$ cat src/rtl/isp1761_bus_responder_if.sv
// CPU-side parallel bus of the ISP1761-style target: active-low strobes, word address, split data lanes.
// The host bridge drives the master side; the responder sits on the slave side. No flow control beyond the strobes.
interface isp1761_bus_responder_if;
    logic        CS_N;
    logic        WR_N;
    logic        RD_N;
    logic [17:1] A;
    logic [31:0] D_in;
    logic [31:0] D_out;
    logic        D_oe;

    modport master (output CS_N, WR_N, RD_N, A, D_in, input D_out, D_oe);
    modport slave  (input CS_N, WR_N, RD_N, A, D_in, output D_out, D_oe);
endinterface

$ cat src/rtl/isp1761_bus_responder.sv
// Bus target with register map, W1C interrupts and a pop-on-read FIFO; RD_N fall to D_oe is 4 clocks, WR_N rise to update is 3.
// Local pushes are backpressured by push_ready (FIFO full); the host side is paced purely by its strobe timing.
module isp1761_bus_responder #(
    parameter int          FIFO_DEPTH = 16,
    parameter logic [31:0] CHIP_ID    = 32'h0001_1761
) (
    input  logic                   s_clk,
    input  logic                   s_reset,
    isp1761_bus_responder_if.slave bus,
    output logic                   IRQ,
    input  logic [7:0]             irq_set,
    input  logic                   push_valid,
    input  logic [31:0]            push_data,
    output logic                   push_ready
);
    localparam int          AW       = $clog2(FIFO_DEPTH);
    localparam logic [AW:0] FULL_CNT = (AW + 1)'(FIFO_DEPTH);
    localparam logic [31:0] IRQ_MASK = 32'h8000_00FF;

    localparam logic [17:0] ADR_CHIP_ID    = 18'h00;
    localparam logic [17:0] ADR_SCRATCH    = 18'h04;
    localparam logic [17:0] ADR_IRQ_STATUS = 18'h08;
    localparam logic [17:0] ADR_IRQ_ENABLE = 18'h0C;
    localparam logic [17:0] ADR_FIFO_LEVEL = 18'h10;
    localparam logic [17:0] ADR_DATA_PORT  = 18'h20;

    typedef enum logic [1:0] {IDLE, WR_ACTIVE, RD_ACTIVE} state_t;

    // Two-flop synchronizers; strobes idle high so reset never fakes an access
    logic [2:0]  strb_meta_q, strb_s_q;
    logic [17:1] a_meta_q, a_s_q;
    logic [31:0] d_meta_q, d_s_q;
    logic        cs_s, wr_s, rd_s;

    always_ff @(posedge s_clk or posedge s_reset) begin
        if (s_reset) begin
            strb_meta_q <= 3'b111;
            strb_s_q    <= 3'b111;
            a_meta_q    <= '0;
            a_s_q       <= '0;
            d_meta_q    <= '0;
            d_s_q       <= '0;
        end else begin
            strb_meta_q <= {bus.CS_N, bus.WR_N, bus.RD_N};
            strb_s_q    <= strb_meta_q;
            a_meta_q    <= bus.A;
            a_s_q       <= a_meta_q;
            d_meta_q    <= bus.D_in;
            d_s_q       <= d_meta_q;
        end
    end

    assign {cs_s, wr_s, rd_s} = strb_s_q;

    state_t      state_q;
    logic        rd_first_q;
    logic [17:1] wr_addr_q;
    logic [31:0] wr_data_q;
    logic [31:0] dout_q;
    logic        doe_q;

    logic [31:0] scratch_q, scratch_d;
    logic [31:0] irq_enable_q, irq_enable_d;
    logic [31:0] irq_status_q, irq_status_d;
    logic        irq_q, irq_d;

    logic [31:0]   mem_q [FIFO_DEPTH];
    logic [AW-1:0] wr_ptr_q, wr_ptr_d;
    logic [AW-1:0] rd_ptr_q, rd_ptr_d;
    logic [AW:0]   count_q, count_d;

    logic        wr_commit, rd_load, pop_req, push_ok, pop_ok, fifo_empty, underflow;
    logic [17:0] rd_byte, wr_byte;
    logic [31:0] rdata, status_clr;

    assign rd_byte    = {a_s_q, 1'b0};
    assign wr_byte    = {wr_addr_q, 1'b0};
    assign fifo_empty = (count_q == '0);
    assign push_ready = (count_q != FULL_CNT);
    assign push_ok    = push_valid & push_ready;

    // Commit fires once, on the cycle the synchronized write strobe or select releases
    assign wr_commit = (state_q == WR_ACTIVE) && (wr_s || cs_s);
    assign rd_load   = (state_q == RD_ACTIVE) && rd_first_q && !(rd_s || cs_s);
    assign pop_req   = rd_load && (rd_byte == ADR_DATA_PORT);
    assign pop_ok    = pop_req && !fifo_empty;
    assign underflow = pop_req && fifo_empty;

    always_comb begin
        rdata = 32'h0;
        case (rd_byte)
            ADR_CHIP_ID:    rdata = CHIP_ID;
            ADR_SCRATCH:    rdata = scratch_q;
            ADR_IRQ_STATUS: rdata = irq_status_q;
            ADR_IRQ_ENABLE: rdata = irq_enable_q;
            ADR_FIFO_LEVEL: rdata = 32'(count_q);
            ADR_DATA_PORT:  rdata = fifo_empty ? 32'h0 : mem_q[rd_ptr_q];
            default:        rdata = 32'h0;
        endcase
    end

    always_ff @(posedge s_clk or posedge s_reset) begin
        if (s_reset) begin
            state_q    <= IDLE;
            rd_first_q <= 1'b0;
            wr_addr_q  <= '0;
            wr_data_q  <= '0;
            dout_q     <= '0;
            doe_q      <= 1'b0;
        end else begin
            case (state_q)
                IDLE: begin
                    // Both strobes low together is a protocol error and is ignored
                    if (!cs_s && !wr_s && rd_s) begin
                        state_q   <= WR_ACTIVE;
                        wr_addr_q <= a_s_q;
                        wr_data_q <= d_s_q;
                    end else if (!cs_s && !rd_s && wr_s) begin
                        state_q    <= RD_ACTIVE;
                        rd_first_q <= 1'b1;
                    end
                end
                WR_ACTIVE: begin
                    if (wr_s || cs_s) begin
                        state_q <= IDLE;
                    end else begin
                        wr_addr_q <= a_s_q;
                        wr_data_q <= d_s_q;
                    end
                end
                RD_ACTIVE: begin
                    if (rd_s || cs_s) begin
                        state_q    <= IDLE;
                        doe_q      <= 1'b0;
                        rd_first_q <= 1'b0;
                    end else if (rd_first_q) begin
                        dout_q     <= rdata;
                        doe_q      <= 1'b1;
                        rd_first_q <= 1'b0;
                    end
                end
                default: state_q <= IDLE;
            endcase
        end
    end

    always_comb begin
        scratch_d    = scratch_q;
        irq_enable_d = irq_enable_q;
        status_clr   = 32'h0;
        if (wr_commit) begin
            case (wr_byte)
                ADR_SCRATCH:    scratch_d    = wr_data_q;
                ADR_IRQ_ENABLE: irq_enable_d = wr_data_q & IRQ_MASK;
                ADR_IRQ_STATUS: status_clr   = wr_data_q & IRQ_MASK;
                default:        ;
            endcase
        end
        // Set is ORed after the clear so a coincident source pulse wins
        irq_status_d = (irq_status_q & ~status_clr) | {underflow, 23'h0, irq_set};
        irq_d        = |(irq_status_q & irq_enable_q);

        wr_ptr_d = push_ok ? wr_ptr_q + AW'(1) : wr_ptr_q;
        rd_ptr_d = pop_ok  ? rd_ptr_q + AW'(1) : rd_ptr_q;
        case ({push_ok, pop_ok})
            2'b10:   count_d = count_q + (AW + 1)'(1);
            2'b01:   count_d = count_q - (AW + 1)'(1);
            default: count_d = count_q;
        endcase
    end

    always_ff @(posedge s_clk or posedge s_reset) begin
        if (s_reset) begin
            scratch_q    <= '0;
            irq_enable_q <= '0;
            irq_status_q <= '0;
            irq_q        <= 1'b0;
            wr_ptr_q     <= '0;
            rd_ptr_q     <= '0;
            count_q      <= '0;
        end else begin
            scratch_q    <= scratch_d;
            irq_enable_q <= irq_enable_d;
            irq_status_q <= irq_status_d;
            irq_q        <= irq_d;
            wr_ptr_q     <= wr_ptr_d;
            rd_ptr_q     <= rd_ptr_d;
            count_q      <= count_d;
        end
    end

    always_ff @(posedge s_clk) begin
        if (push_ok) begin
            mem_q[wr_ptr_q] <= push_data;
        end
    end

    assign bus.D_out = dout_q;
    assign bus.D_oe  = doe_q;
    assign IRQ       = irq_q;
endmodule
$ cat src/flat_wrapper.sv
// flat-port wrapper written by rule: the top's interface ports become plain ports
module isp1761_bus_responder_flat 
#(
    parameter int          FIFO_DEPTH = 16,
    parameter logic [31:0] CHIP_ID    = 32'h0001_1761
)
  (s_clk, s_reset, IRQ, irq_set, push_valid, push_data, push_ready, bus_CS_N, bus_WR_N, bus_RD_N, bus_A, bus_D_in, bus_D_out, bus_D_oe);
  isp1761_bus_responder_if bus_i ();
  input  logic s_clk;
  input  logic s_reset;
  output logic IRQ;
  input  logic [7:0] irq_set;
  input  logic push_valid;
  input  logic [31:0] push_data;
  output logic push_ready;
  input wire logic [$bits(bus_i.CS_N)-1:0] bus_CS_N;
  input wire logic [$bits(bus_i.WR_N)-1:0] bus_WR_N;
  input wire logic [$bits(bus_i.RD_N)-1:0] bus_RD_N;
  input wire logic [$bits(bus_i.A)-1:0] bus_A;
  input wire logic [$bits(bus_i.D_in)-1:0] bus_D_in;
  output wire logic [$bits(bus_i.D_out)-1:0] bus_D_out;
  output wire logic [$bits(bus_i.D_oe)-1:0] bus_D_oe;
  assign bus_i.CS_N = bus_CS_N;
  assign bus_i.WR_N = bus_WR_N;
  assign bus_i.RD_N = bus_RD_N;
  assign bus_i.A = bus_A;
  assign bus_i.D_in = bus_D_in;
  assign bus_D_out = bus_i.D_out;
  assign bus_D_oe = bus_i.D_oe;
  isp1761_bus_responder #(.FIFO_DEPTH(FIFO_DEPTH), .CHIP_ID(CHIP_ID)) u_core (.s_clk(s_clk), .s_reset(s_reset), .bus(bus_i), .IRQ(IRQ), .irq_set(irq_set), .push_valid(push_valid), .push_data(push_data), .push_ready(push_ready));
endmodule
$ cat config.mk
export PLATFORM = sky130hd
export DESIGN_NAME = isp1761_bus_responder_flat
export DESIGN_NICKNAME = d
export VERILOG_FILES = /design/src/rtl/isp1761_bus_responder_if.sv /design/src/rtl/isp1761_bus_responder.sv /design/src/flat_wrapper.sv
export SDC_FILE = /design/constraint.sdc
export NUM_CORES = 1
export LEC_CHECK = 0
export BUFFER_PORTS_ARGS = -buffer_cell sky130_fd_sc_hd__buf_2
export CAP_MARGIN = 20
export CELL_PAD_IN_SITES_DETAIL_PLACEMENT = 1
export CELL_PAD_IN_SITES_GLOBAL_PLACEMENT = 2
export CORE_MARGIN = 10
export CORE_UTILIZATION = 34
export CTS_CLUSTER_SIZE = 25
export DETAILED_ROUTE_END_ITERATION = 16
export PLACE_DENSITY = 0.63
export REMOVE_ABC_BUFFERS = 1
export SLEW_MARGIN = 20
export SYNTH_ARGS = -nofsm -noshare
export SYNTH_HDL_FRONTEND = slang
export SYNTH_SLANG_ARGS = --single-unit
$ cat constraint.sdc
create_clock -name s_clk -period 10.6 [get_ports s_clk]
set_input_delay 1.06 -clock s_clk [delete_from_list [all_inputs] [get_ports s_clk]]
set_output_delay 1.06 -clock s_clk [all_outputs]
set_load 0.05 [all_outputs]
# Yosys cells after proc, flatten, opt, wreduce, memory -nomap -nowiden
# Memory sizes are Yosys's and may differ from the RTL's.
# Cells that the tools add are included.
[word_totals]
inputBits = 95
reg_bits = 276
mem_bits_rw = 512
out_inout_bits = 35
elab_cells = 105
mem_count = 1
[op_classes]
eq_ne = 20
n_mux = 23
n_addsub = 4
n_reduce_logical = 32
n_bitwise = 6
[memory_table]
columns = ["memory", "words", "width", "rd", "rd_clocked_by_memory_dff", "write_ports", "line", "rtl"]
rows = [
  ["u_core.mem_q", 16, 32, 1, 0, 1, "isp1761_bus_responder.sv:67", "logic [31:0] mem_q [FIFO_DEPTH];"],
]
[op_table]
columns = ["operator", "n"]
rows = [
  ["$pmux W32 S6", 1],
  ["$mux W32", 5],
  ["$eq A17 B3 Y1 const B", 4],
  ["$and A32 B32 Y32", 2],
  ["$pmux W32 S2", 1],
  ["$eq A17 B2 Y1 const B", 2],
  ["$mux W17", 2],
  ["$pmux W17 S2", 1],
  ["$not A32 Y32", 1],
  ["$or A32 B32 Y32", 1],
  ["$reduce_or A32 Y1", 1],
  ["$logic_not A18 Y1", 1],
  ["$eq A17 B4 Y1 const B", 1],
  ["$eq A17 B5 Y1 const B", 1],
  ["$reduce_and A3 Y1", 4],
  ["$logic_and A1 B1 Y1", 10],
  ["$pmux W5 S2", 1],
  ["$add A4 B1 Y4 const B", 2],
  ["$mux W2", 4],
  ["$ne A2 B2 Y1 const B", 4],
  ["$reduce_bool A2 Y1", 4],
  ["$mux W1", 6],
  ["$pmux W2 S3", 1],
  ["$reduce_and A2 Y1", 3],
  ["14 further kinds", 22],
]

# Logic depth before layout (Yosys ltp)
# Gate-level depths: netlist of run 1.
[logic_depth]
ltp_word = 7
ltp_mapped = 16
ltp_nobuf = 12

# Least setup slack after synthesis of run 1
# OpenSTA, ideal clock, no wires.
[synth_timing]
path_type = "register to register"
startpoint = "register u_core.count_q[1]"
endpoint = "memory u_core.mem_q[3][0] (enable)"
t_required_ns = 10.139
path_stages_with_launch = 8
setup_ns = 0.461
path_buffers = 2
period_less_slack_ns = 4.317
path_slack_ns = 6.283
t_arrival_ns = 3.856
cell_sequence = "dfrtp_1 -> clkbuf_1 -> nor4_1 -> nand2_1 -> and2_1 -> clkbuf_1 -> nand2_1 -> nor3_1"
[synth_between]
elab_chain_len = 4
[synth_rtl]
columns = ["element", "line", "rtl"]
rows = [
  ["start, declared", "isp1761_bus_responder.sv:70", "logic [AW:0] count_q, count_d;"],
  ["start signal, assigned", "isp1761_bus_responder.sv:188", "count_q <= count_d;"],
  ["$ne A5 B5 Y1", "isp1761_bus_responder.sv:79", "assign push_ready = (count_q != FULL_CNT);"],
  ["via push_ready", "flat_wrapper.sv:15", "output logic push_ready;"],
  ["$and A1 B1 Y1", "isp1761_bus_responder.sv:80", "assign push_ok = push_valid & push_ready;"],
  ["$mux W1", "isp1761_bus_responder.sv:193", "if (push_ok) begin"],
  ["$mux W1 (implied by the code)", "isp1761_bus_responder.sv:194", "mem_q[wr_ptr_q] <= push_data;"],
  ["end, declared", "isp1761_bus_responder.sv:67", ""],
]
# The timed path passes the listed nets, and every way through them passes these cells.

# Worst setup path in the final report of run 1
[layout_timing]
startpoint = "register u_core.a_s_q[6] (netlist bit)"
endpoint = "register u_core.count_q[4]"
[layout_between]
elab_chain_len = 5
word_cells_on_any_way = 7
classes_between = "eq/ne (3); mux (1); reduce/logical (3)"
[layout_rtl]
columns = ["element", "line", "rtl"]
rows = [
  ["start, declared", "isp1761_bus_responder.sv:31", "logic [17:1] a_meta_q, a_s_q;"],
  ["start signal, assigned", "isp1761_bus_responder.sv:47", "a_s_q <= a_meta_q;"],
  ["$eq A17 B5 Y1 *", "isp1761_bus_responder.sv:85", "assign pop_req = rd_load && (rd_byte == ADR_DATA_PORT);"],
  ["$logic_and A1 B1 Y1 *", "isp1761_bus_responder.sv:85", ""],
  ["$logic_and A1 B1 Y1 *", "isp1761_bus_responder.sv:86", "assign pop_ok = pop_req && !fifo_empty;"],
  ["$eq A2 B1 Y1 / $eq A2 B2 Y1 (equally long branches)", "isp1761_bus_responder.sv:165", "case ({push_ok, pop_ok})"],
  ["$pmux W5 S2 / $reduce_bool A2 Y1 (equally long branches)", "--", ""],
]
# Mark *: on every way between the ends. The rest lies on a longest branch, timed or not.
# A chain may end at the register's enable or synchronous reset.

==> results of run 1 <==
==> routing by layer <==
layer	vias to the layer above	share of wire, %	global-route usage, %
li1	5926	-	-
met1	7476	43	19.5
met2	303	50	24.8
met3	108	5.1	2.96
met4	14	1.7	3.87
met5	-	0.11	0
==> power by group through the flow <==
| stage | Sequential [W] | Clock (W) | Combinational (W) |
|---|---|---|---|
| 4_1_cts | 0.00363 | 0.00295 | 0.000605 |
| 6_report | 0.00363 | 0.00287 | 0.000588 |
| 5_1_grt | 0.00365 | 0.00308 | 0.000640 |
| 2_1_floorplan | 0.00370 | 0 | 0.000278 |
| 3_3_place_gp | 0.00367 | 0 | 0.000589 |
| 3_5_place_dp | 0.00369 | 0 | 0.000603 |
==> cell families after synthesis <==
kind of cell	after synthesis	share of synthesized area [%]
adder cells (fa/ha/maj)	9	0.396
AND/OR/NAND/NOR	195	3.20
XOR/XNOR	12	0.370
AO/OA/AOI/OAI	79	1.98
multiplexers	261	16.5
buffers and inverters	76	1.17
flip-flops	765	76.4
==> cell usage in the layout, fill, tap and decap left out, types with 35 or more instances in the layout <==
cell / n
sky130_fd_sc_hd__nand3_1: 35
sky130_fd_sc_hd__mux4_2: 156
sky130_fd_sc_hd__nand2_1: 63
sky130_fd_sc_hd__nor2_1: 35
sky130_fd_sc_hd__buf_4: 36
sky130_fd_sc_hd__edfxtp_1: 512
sky130_fd_sc_hd__buf_2: 129
sky130_fd_sc_hd__clkbuf_16: 83
sky130_fd_sc_hd__mux2_2: 94
sky130_fd_sc_hd__dfrtp_1: 243
==> worst min-delay path by stage <==
stage,startpoint,end,slack [ps]
6_report,u_core.d_meta_q[29],u_core.d_s_q[29],350
5_1_grt,u_core.d_meta_q[29],u_core.d_s_q[29],360
4_1_cts,u_core.d_meta_q[4],u_core.d_s_q[4],350
3_5_place_dp,u_core.d_meta_q[4],u_core.d_s_q[4],340
3_3_place_gp,u_core.d_meta_q[4],u_core.d_s_q[4],340
2_1_floorplan,u_core.a_meta_q[10],u_core.a_s_q[10],330
==> stage by stage <==
step | cells | hold WS, ps | setup slack [ps] | utilization, % | cell area (sq um)
final | 2717 | 348 | 6510 | 40.3 | 33300
after CTS | 2716 | 350 | 6390 | 40.3 | 33300
after global routing | 2717 | 359 | 6220 | 40.3 | 33300
after detailed placement | 2568 | 336 | 6420 | 37.0 | 30500
after global placement | 2568 | 336 | 6570 | 37.0 | 30500
after floorplan | 1333 | 331 | 2590 | - | 28100
==> layout make-up <==
cell class	count	area share, %
Clock buffer	97	6.64
Clock inverter	51	1.56
Inverter	12	0.158
Multi-Input combinational cell	556	19.5
Sequential cell	765	65.3
Tap cell	1070	4.02
Timing Repair Buffer	166	2.83
==> flip-flops by register name, summed over array words and instances (netlist names), 17 cells and up <==
register / cells
u_core.mem_q: 512
u_core.bus.D_out: 32
u_core.d_meta_q: 32
u_core.d_s_q: 32
u_core.scratch_q: 32
u_core.wr_data_q: 32
u_core.a_meta_q: 17
u_core.a_s_q: 17
u_core.wr_addr_q: 17
==> worst register-to-register path: stages, from the launching register on <==
cell and delay [ps]:
sky130_fd_sc_hd__dfrtp_1 390, sky130_fd_sc_hd__nor4_2 610, sky130_fd_sc_hd__nand3_1 290, sky130_fd_sc_hd__or3_1 570
sky130_fd_sc_hd__inv_2 440, sky130_fd_sc_hd__ha_1 430, sky130_fd_sc_hd__xor2_1 120, sky130_fd_sc_hd__ha_1 230
sky130_fd_sc_hd__o21a_1 180, sky130_fd_sc_hd__o22a_1 200, sky130_fd_sc_hd__a21oi_1 190, sky130_fd_sc_hd__mux2i_1 230
sky130_fd_sc_hd__xnor2_1 140
==> metrics list, run 1 <==
- For this design, the slowest cell found on the critical path is sky130_fd_sc_hd__nor4_2.
- After layout, the design draws a total of between 0.007 and 0.008 W.
- Unrepaired setup endpoints after global routing: false
- Counting flops with an async set or reset pin after synthesis yields a share of 33.1%.
- Most instantiated cells after synthesis: sky130_fd_sc_hd__edfxtp_1, sky130_fd_sc_hd__dfrtp_1, sky130_fd_sc_hd__mux4_2
- For this design the total switching power over the nets is between 0.0015 and 0.002 W.
- Final layout net count: 1686
- CP most frequent cell: sky130_fd_sc_hd__ha_1
* Pwr per Cell Area: 213 nW/um^2
- Summed over all layers, the global routing overflow is 0.
- Sequential area share after synthesis: 76.4%
- Minimum clock period: between 4000 and 5000 ps
* Clock latency at the later pin of the worst-skew pair: roughly 620 ps
- The number of antenna violations at the first check in global routing was 11.
- Global-route wire length before repair: 104000 um
* Capturing element of the worst setup path: u_core.count_q[4]
* Dominant cell by count in the synthesized netlist: sky130_fd_sc_hd__edfxtp_1
- The analysis attributes to cell leakage a power of approximately 12 nW.
- The largest single stage delay on the critical path is between 600 and 700 ps.
* Area leader, netlist: sky130_fd_sc_hd__edfxtp_1
- Ys Warns: 0
- Derived from the worst setup path, the maximum achievable clock frequency is ~0.24 GHz.
- CTS clk-pin slew, worst paths: 60 ps
* Multi-input logic area: 6490 sq um
* Setup TNS: 0 ps
* Worst slew pin tran: 980 ps
* Crit-path cells: nor4_2 -> nand3_1 -> or3_1 -> inv_2 -> ha_1 -> xor2_1 -> ha_1 -> o21a_1 -> o22a_1 -> a21oi_1 -> mux2i_1 -> xnor2_1
* Top Ports: 130
- The die covers between 90000 and 100000 sq um.
* Hold-critical path depth: 0
- The worst register-to-register path ends at u_core.count_q[4].
- Per-cell via count in the routed design: around 5.1
* Critical path capture point type: register
- Relative slew slack: between 30% and 40%
- Count of flip-flops with a built-in enable after synthesis: between 500 and 600
- Depth of the CTS H-tree: 3
- STA classifies the critical path startpoint as a register.
* Core area: about 83000 sq um
- At the worst endpoint, the required time is ~11000 ps.
- Detailed-placement wirelength estimate: between 40000 and 50000 um
- The die is around 310 um wide.
* Clk pwr share: between 40% and 50%
* Worst reg2reg path depth: 12
- The run finished with clean final reports.
- Resized Gates After CTS: 0
* Max-slew violation count: 0
- Synth top area share: a little over half
* Sequential share of power: slightly above 50%
* WP depth: 12
- For this run, the total global-route usage over all layers was measured as roughly 15%.
* Register bit total from synthesis: roughly 770
* Timing startpoint of the critical path: u_core.a_s_q[6]
- In this run, CTS created clock tree buffers numbering 81.
- Via count: about 14000
- Part of the total power dissipated in combinational logic: 8.3%
- Summing every instance area after synthesis gives approximately 28000 sq um.
- Along the worst path, the maximum fanout reaches 24.
* Relative area change from synthesis to final layout: 17.1%
* CP Class: reg2reg
- Post-CTS Setup Repair Bufs: 0
- Number of library cell types mapped by synthesis: 56
- For this design, the sink count on the clock tree is ~770.
- Data arrives at the worst endpoint at around 4600 ps.
- DRT antenna net count: 0
* # diodes: 0
- Largest net degree at the start of global routing: between 100 and 150
* Fraction of final layout cells sized beyond drive strength 1: between 30% and 40%
- Of the total power, the share spent switching nets is 23.9%.
- Largest cells by area after synthesis: sky130_fd_sc_hd__edfxtp_1, sky130_fd_sc_hd__dfrtp_1, sky130_fd_sc_hd__mux4_2
- Internal power: between 0.005 and 0.006 W
- After detailed routing, the average wire length per cell comes to 25.9 um.
* I/O Buffers: roughly 130
- Total detailed-routing wirelength: ~70000 um
- After filler insertion, the fill cell instance count of the layout stands at 7902.
- Reg-to-reg startpoint: u_core.a_s_q[6]
- Number of maximum-capacitance constraint violations: 0
* Number of failing hold endpoints at the final stage: 0
* Footprint of the flip-flops and latches: ~22000 sq um
* Register-to-register setup slack: 6510 ps
- CTS Hold Buffers Added: 0
- After the first detailed-routing iteration, the DRC count stood at 957.
- Post-route DRC: 0
- Combined buffer and inverter count along the critical path: 1
- Initial core utilization: between 30 and 40%
* Crit share post-route: about two fifths
- Average cell area after synthesis: slightly above 20 sq um
- Between clock sinks in the finished design, the worst skew comes to approximately 20 ps.
- In the synthesized netlist the dominant register cell turns out to be sky130_fd_sc_hd__edfxtp_1.
* Maximum clock insertion buffer count: 3
* GPL Wtd Cong: about 0.76
* Hold Path Class: reg2reg
- Chip height: between 300 and 400 um
* Buffer cell driving the clock tree root: sky130_fd_sc_hd__clkbuf_16
- Final setup violation count: 0
- CTS tree: built
- The pre-antenna-repair detailed-routing pass consisted of 5 iterations.
* Cell Rows: around 110
- The via count of the first global-routing pass is about 15000.
- Cells after Synth: ~1400
- VDD sags by at most 0.102 mV.
- Top cell family by delay on the critical path: simple AND/OR/NAND/NOR gates
Note: power is estimated with default switching activity, not from simulation.
==> run 2: changes to the inputs <==
ABC_AREA = 1   (was default)
PLACE_DENSITY = 0.7   (was 0.63)
clock period = 3.9 ns   (was 10.6 ns; I/O delays follow)
==> run 2 against run 1 <==
Area after synthesis up 5.3%. Non-clock buffer count is 72 higher. Clock power rose to 2.8 times the previous value. Maximum frequency grew 47%. Combinational power grew to 3.5 times the previous value. Core utilization rose by 0.21 points. Count of clock-buffer cells in the layout rose by 27. Routed wire length rose by 23%. Global-route usage is 2.4 points higher. Sequential share of layout area fell by 3.7 points. Power rose to 2.8 times the previous value. Critical endpoint is now u_core.mem_q[0][17]. Largest cell class unchanged. Highest routed layer unchanged.
==> metrics list, run 2 <==
* Average cell area after synthesis: approximately 12 sq um
- The tool flagged a number of max-cap violations equal to 0.
- Worst slew pin tran: between 1000 and 1500 ps
- The final count of pins violating max slew came to 0.
* Largest reg by FF count: u_core.mem_q
- Entering global routing, the biggest net connects between 150 and 200 pins.
- Maximum clock insertion buffer count: 3
- Crit share post-route: a little under three quarters
* Total detailed-routing wirelength: 86300 um
- Yosys instantiated no cell more often than sky130_fd_sc_hd__nand2_1.
- Sequential area share after synthesis: 72.6%
* Resized Gates After CTS: 0
* WP depth: 7
- STA classifies the critical path endpoint as a register.
- Of the total synthesized cell area, the portion taken by AND, OR, NAND and NOR gates is a little under a fifth.
* Ys Warns: 0
- The first global-routing pass estimated 132000 um of wire.
* Post-route DRC: 0
- Final non-filler cell area: around 35000 sq um
- Initial antenna violation count: 5
* Iteration count of the initial detailed-routing pass: 5
- For the worst flop-to-flop path, the logic depth is 7.
- Leading cell types in the layout, fill and taps excluded: sky130_fd_sc_hd__nand2_1, sky130_fd_sc_hd__edfxtp_1, sky130_fd_sc_hd__nand3_1
- Cell Rows: approximately 110
- The area growth from synthesis to layout is 18.0%.
- By count the netlist is led by sky130_fd_sc_hd__nand2_1, sky130_fd_sc_hd__edfxtp_1, sky130_fd_sc_hd__nand3_1.
- In this run the remaining antenna-violating nets after routing total 0.
* Top cell family by delay on the critical path: simple AND/OR/NAND/NOR gates
* Crit-path cells: inv_1 -> nand4_1 -> nand2_1 -> inv_1 -> nand2_1 -> nor2_4 -> buf_4
* Worst clock skew on the final layout: slightly below 20 ps
* Largest cells by area after synthesis: sky130_fd_sc_hd__edfxtp_1, sky130_fd_sc_hd__dfrtp_1, sky130_fd_sc_hd__nand2_1
- Required time worst endpoint: about 4200 ps
- Following the worst setup path forward leads to its endpoint at u_core.mem_q[0][17].
- Non-filler cells in the finished layout: 3995
- Post-Synth XOR/XNOR Area: 0.351%
- The layout has roughly 9400 filler cells.
- CTS placed an instance of sky130_fd_sc_hd__clkbuf_16 at the clock tree root.
* Combined buffer and inverter count along the critical path: 3
- Capturing point of the worst reg2reg path: u_core.mem_q[0][17]
- At the end of the flow the core is filled with cells to 40.6%.
- Most used flip-flop cell after synthesis: sky130_fd_sc_hd__edfxtp_1
- Top Ports: between 100 and 150
- For this block, the initial DRC count from the detailed router was 1272.
- Die Outline Area: between 100000 and 150000 sq um
- In this run the static leakage power is between 10 and 15 nW.
- The startpoint identified for the worst register-to-register timing path is u_core.count_q[2].
* Register-to-register setup slack: about 1100 ps
- After floorplanning, the core was sized to cover slightly below 90000 sq um.
- After synthesis, the share of cell area in mux cells is 0%.
* Count of flip-flops with a built-in enable after synthesis: between 500 and 600
* Slowest stage delay, CP: approximately 860 ps
- The die is 317 um tall.
- Of the total synthesized cell area, the portion taken by full adders, half adders and majority gates is less than 1%.
- I/O Buffers: between 100 and 150
- Timing startpoint of the critical path: u_core.count_q[2]
- Clock buffers created by TritonCTS: 85
* Number of library cell types mapped by synthesis: 41
- In this run the number of H-tree levels came out at 3.
- For this run the aggregate overflow at the end of global routing stands at 0.
* Critical-path maximum fanout: 23
- Async set or reset register ratio after synthesis: roughly 33%
- Number of failing hold endpoints at the final stage: 0
- Overall track demand over capacity in global routing: between 15 and 20%
- Register bit total from synthesis: roughly 770
- Synth top area share: 51.4%
- Peak supply drop: roughly 0.3 mV
- Final layout net count: 2868
* Slowest-stage cell, CP: sky130_fd_sc_hd__nor2_4
* CTS clk-pin slew, worst paths: approximately 60 ps
* Post-DR wirelength/cell: about 22 um
* Per-cell via count in the routed design: around 4.9
- Most common cell after layout, fill and taps aside: sky130_fd_sc_hd__nand2_1
- After routing, the total negative slack on setup checks comes to 0 ps.
* GPL Wtd Cong: 0.785
- CP Class: reg2reg
* Startpoint class of the critical path: register
- The synthesized design spends more area on one cell type than any other, namely sky130_fd_sc_hd__edfxtp_1.
- Relative slew slack: between 30% and 40%
- The path class of the tightest hold or removal check is in2reg.
- Critical path data arrival time: ~3100 ps
- Flip-flop count of the largest register after layout: 512
* Cell area after placement: 31900 sq um
* Run status: finished clean
- Placed cells: between 3000 and 4000
* Via count: 19720
- Summed over all nets, the half-perimeter wirelength after detailed placement is between 50000 and 60000 um.
- The via count of the first global-routing pass is about 21000.
* Synth Cell Area: roughly 30000 sq um
- Fraction of final layout cells sized beyond drive strength 1: 13.2%
- Pwr per Cell Area: 565 nW/um^2
* Initial core utilization: 34.4%
* Compound-gate portion of the synthesized area: roughly 4.4%
* Die width: approximately 320 um
- TritonCTS built the clock tree.
- For this design, the sink count on the clock tree is between 700 and 800.
- Minimum clock period: around 2800 ps
- Final setup violation count: 0
* Max Clk Rate: approximately 0.36 GHz
- After synthesis, the largest family of logic cells by area is simple AND/OR/NAND/NOR gates.
- Synthesis handed over a netlist of roughly 2600 instances.
* Unrepaired setup endpoints after global routing: false
- Overall power consumption: about 0.020 W
* Clock latency at the later pin of the worst-skew pair: ~640 ps
-- run 2: worst min-delay path by stage --
stage	start	endpoint	cells after the start
floorplan	u_core.a_meta_q[10]	u_core.a_s_q[10]	0
global placement	u_core.d_meta_q[11]	u_core.d_s_q[11]	0
detailed placement	u_core.a_meta_q[14]	u_core.a_s_q[14]	0
CTS	push_data[21]	u_core.mem_q[2][21]	1
global route	push_data[21]	u_core.mem_q[4][21]	1
finish	push_data[21]	u_core.mem_q[4][21]	1
-- run 2: worst register-to-register path, cell delays in order, from the launching register on --
cell                      delay (ps)
sky130_fd_sc_hd__dfrtp_1         410
sky130_fd_sc_hd__inv_1           130
sky130_fd_sc_hd__nand4_1         170
sky130_fd_sc_hd__nand2_1         150
sky130_fd_sc_hd__inv_1           190
sky130_fd_sc_hd__nand2_1         270
sky130_fd_sc_hd__nor2_4          860
sky130_fd_sc_hd__buf_4           320
-- run 2: stage by stage --
step | hold WS, ps | setup WS (ps)
2_1_floorplan | 331 | -3700
3_3_place_gp | 332 | 1190
3_5_place_dp | 336 | 1150
4_1_cts | 95.6 | 1120
5_1_grt | 123 | 855
6_report | 136 | 1110
-- run 2: kinds of logic after synthesis --
logic type	after synthesis
adder cells (fa/ha/maj)	9
AND/OR/NAND/NOR	1276
XOR/XNOR	12
AO/OA/AOI/OAI	243
buffers and inverters	268
flip-flops	765
-- run 2: power by group --
part | internal, W | leakage [nW] | switching, W | total [W]
clock network | 0.00479 | 1.38 | 0.00326 | 0.00805
logic | 0.000486 | 4.57 | 0.00154 | 0.00203
registers | 0.00955 | 7.74 | 0.000310 | 0.00986
total | 0.0148 | 13.7 | 0.00511 | 0.0199
-- run 2: area by class of cell --
type | count | area, sq um | share of cell area, %
tap | 1155 | 1450 | 4.10
antenna | 4 | 10.0 | 0.0284
clock inverter | 35 | 339 | 0.961
inverter | 134 | 520 | 1.47
multi-input combinational | 1540 | 7080 | 20.1
sequential | 765 | 21700 | 61.6
timing repair buffer | 238 | 1700 | 4.83
clock buffer | 124 | 2470 | 7.00
-- run 2: timing repair --
action	4_1_cts	5_1_grt
setup buffers	0	0
hold buffers	61	0
endpoints found under the hold margin	132	0
-- run 2: routing by layer --
metal	share of wire, %	global-route usage, %	vias up	wire length, um
met1	43	21.6	10103	36700
met3	4.1	2.55	121	3560
li1	-	-	9157	-
met5	0.020	0	-	17
met4	2.5	5.49	2	2130
met2	51	30.0	337	43900
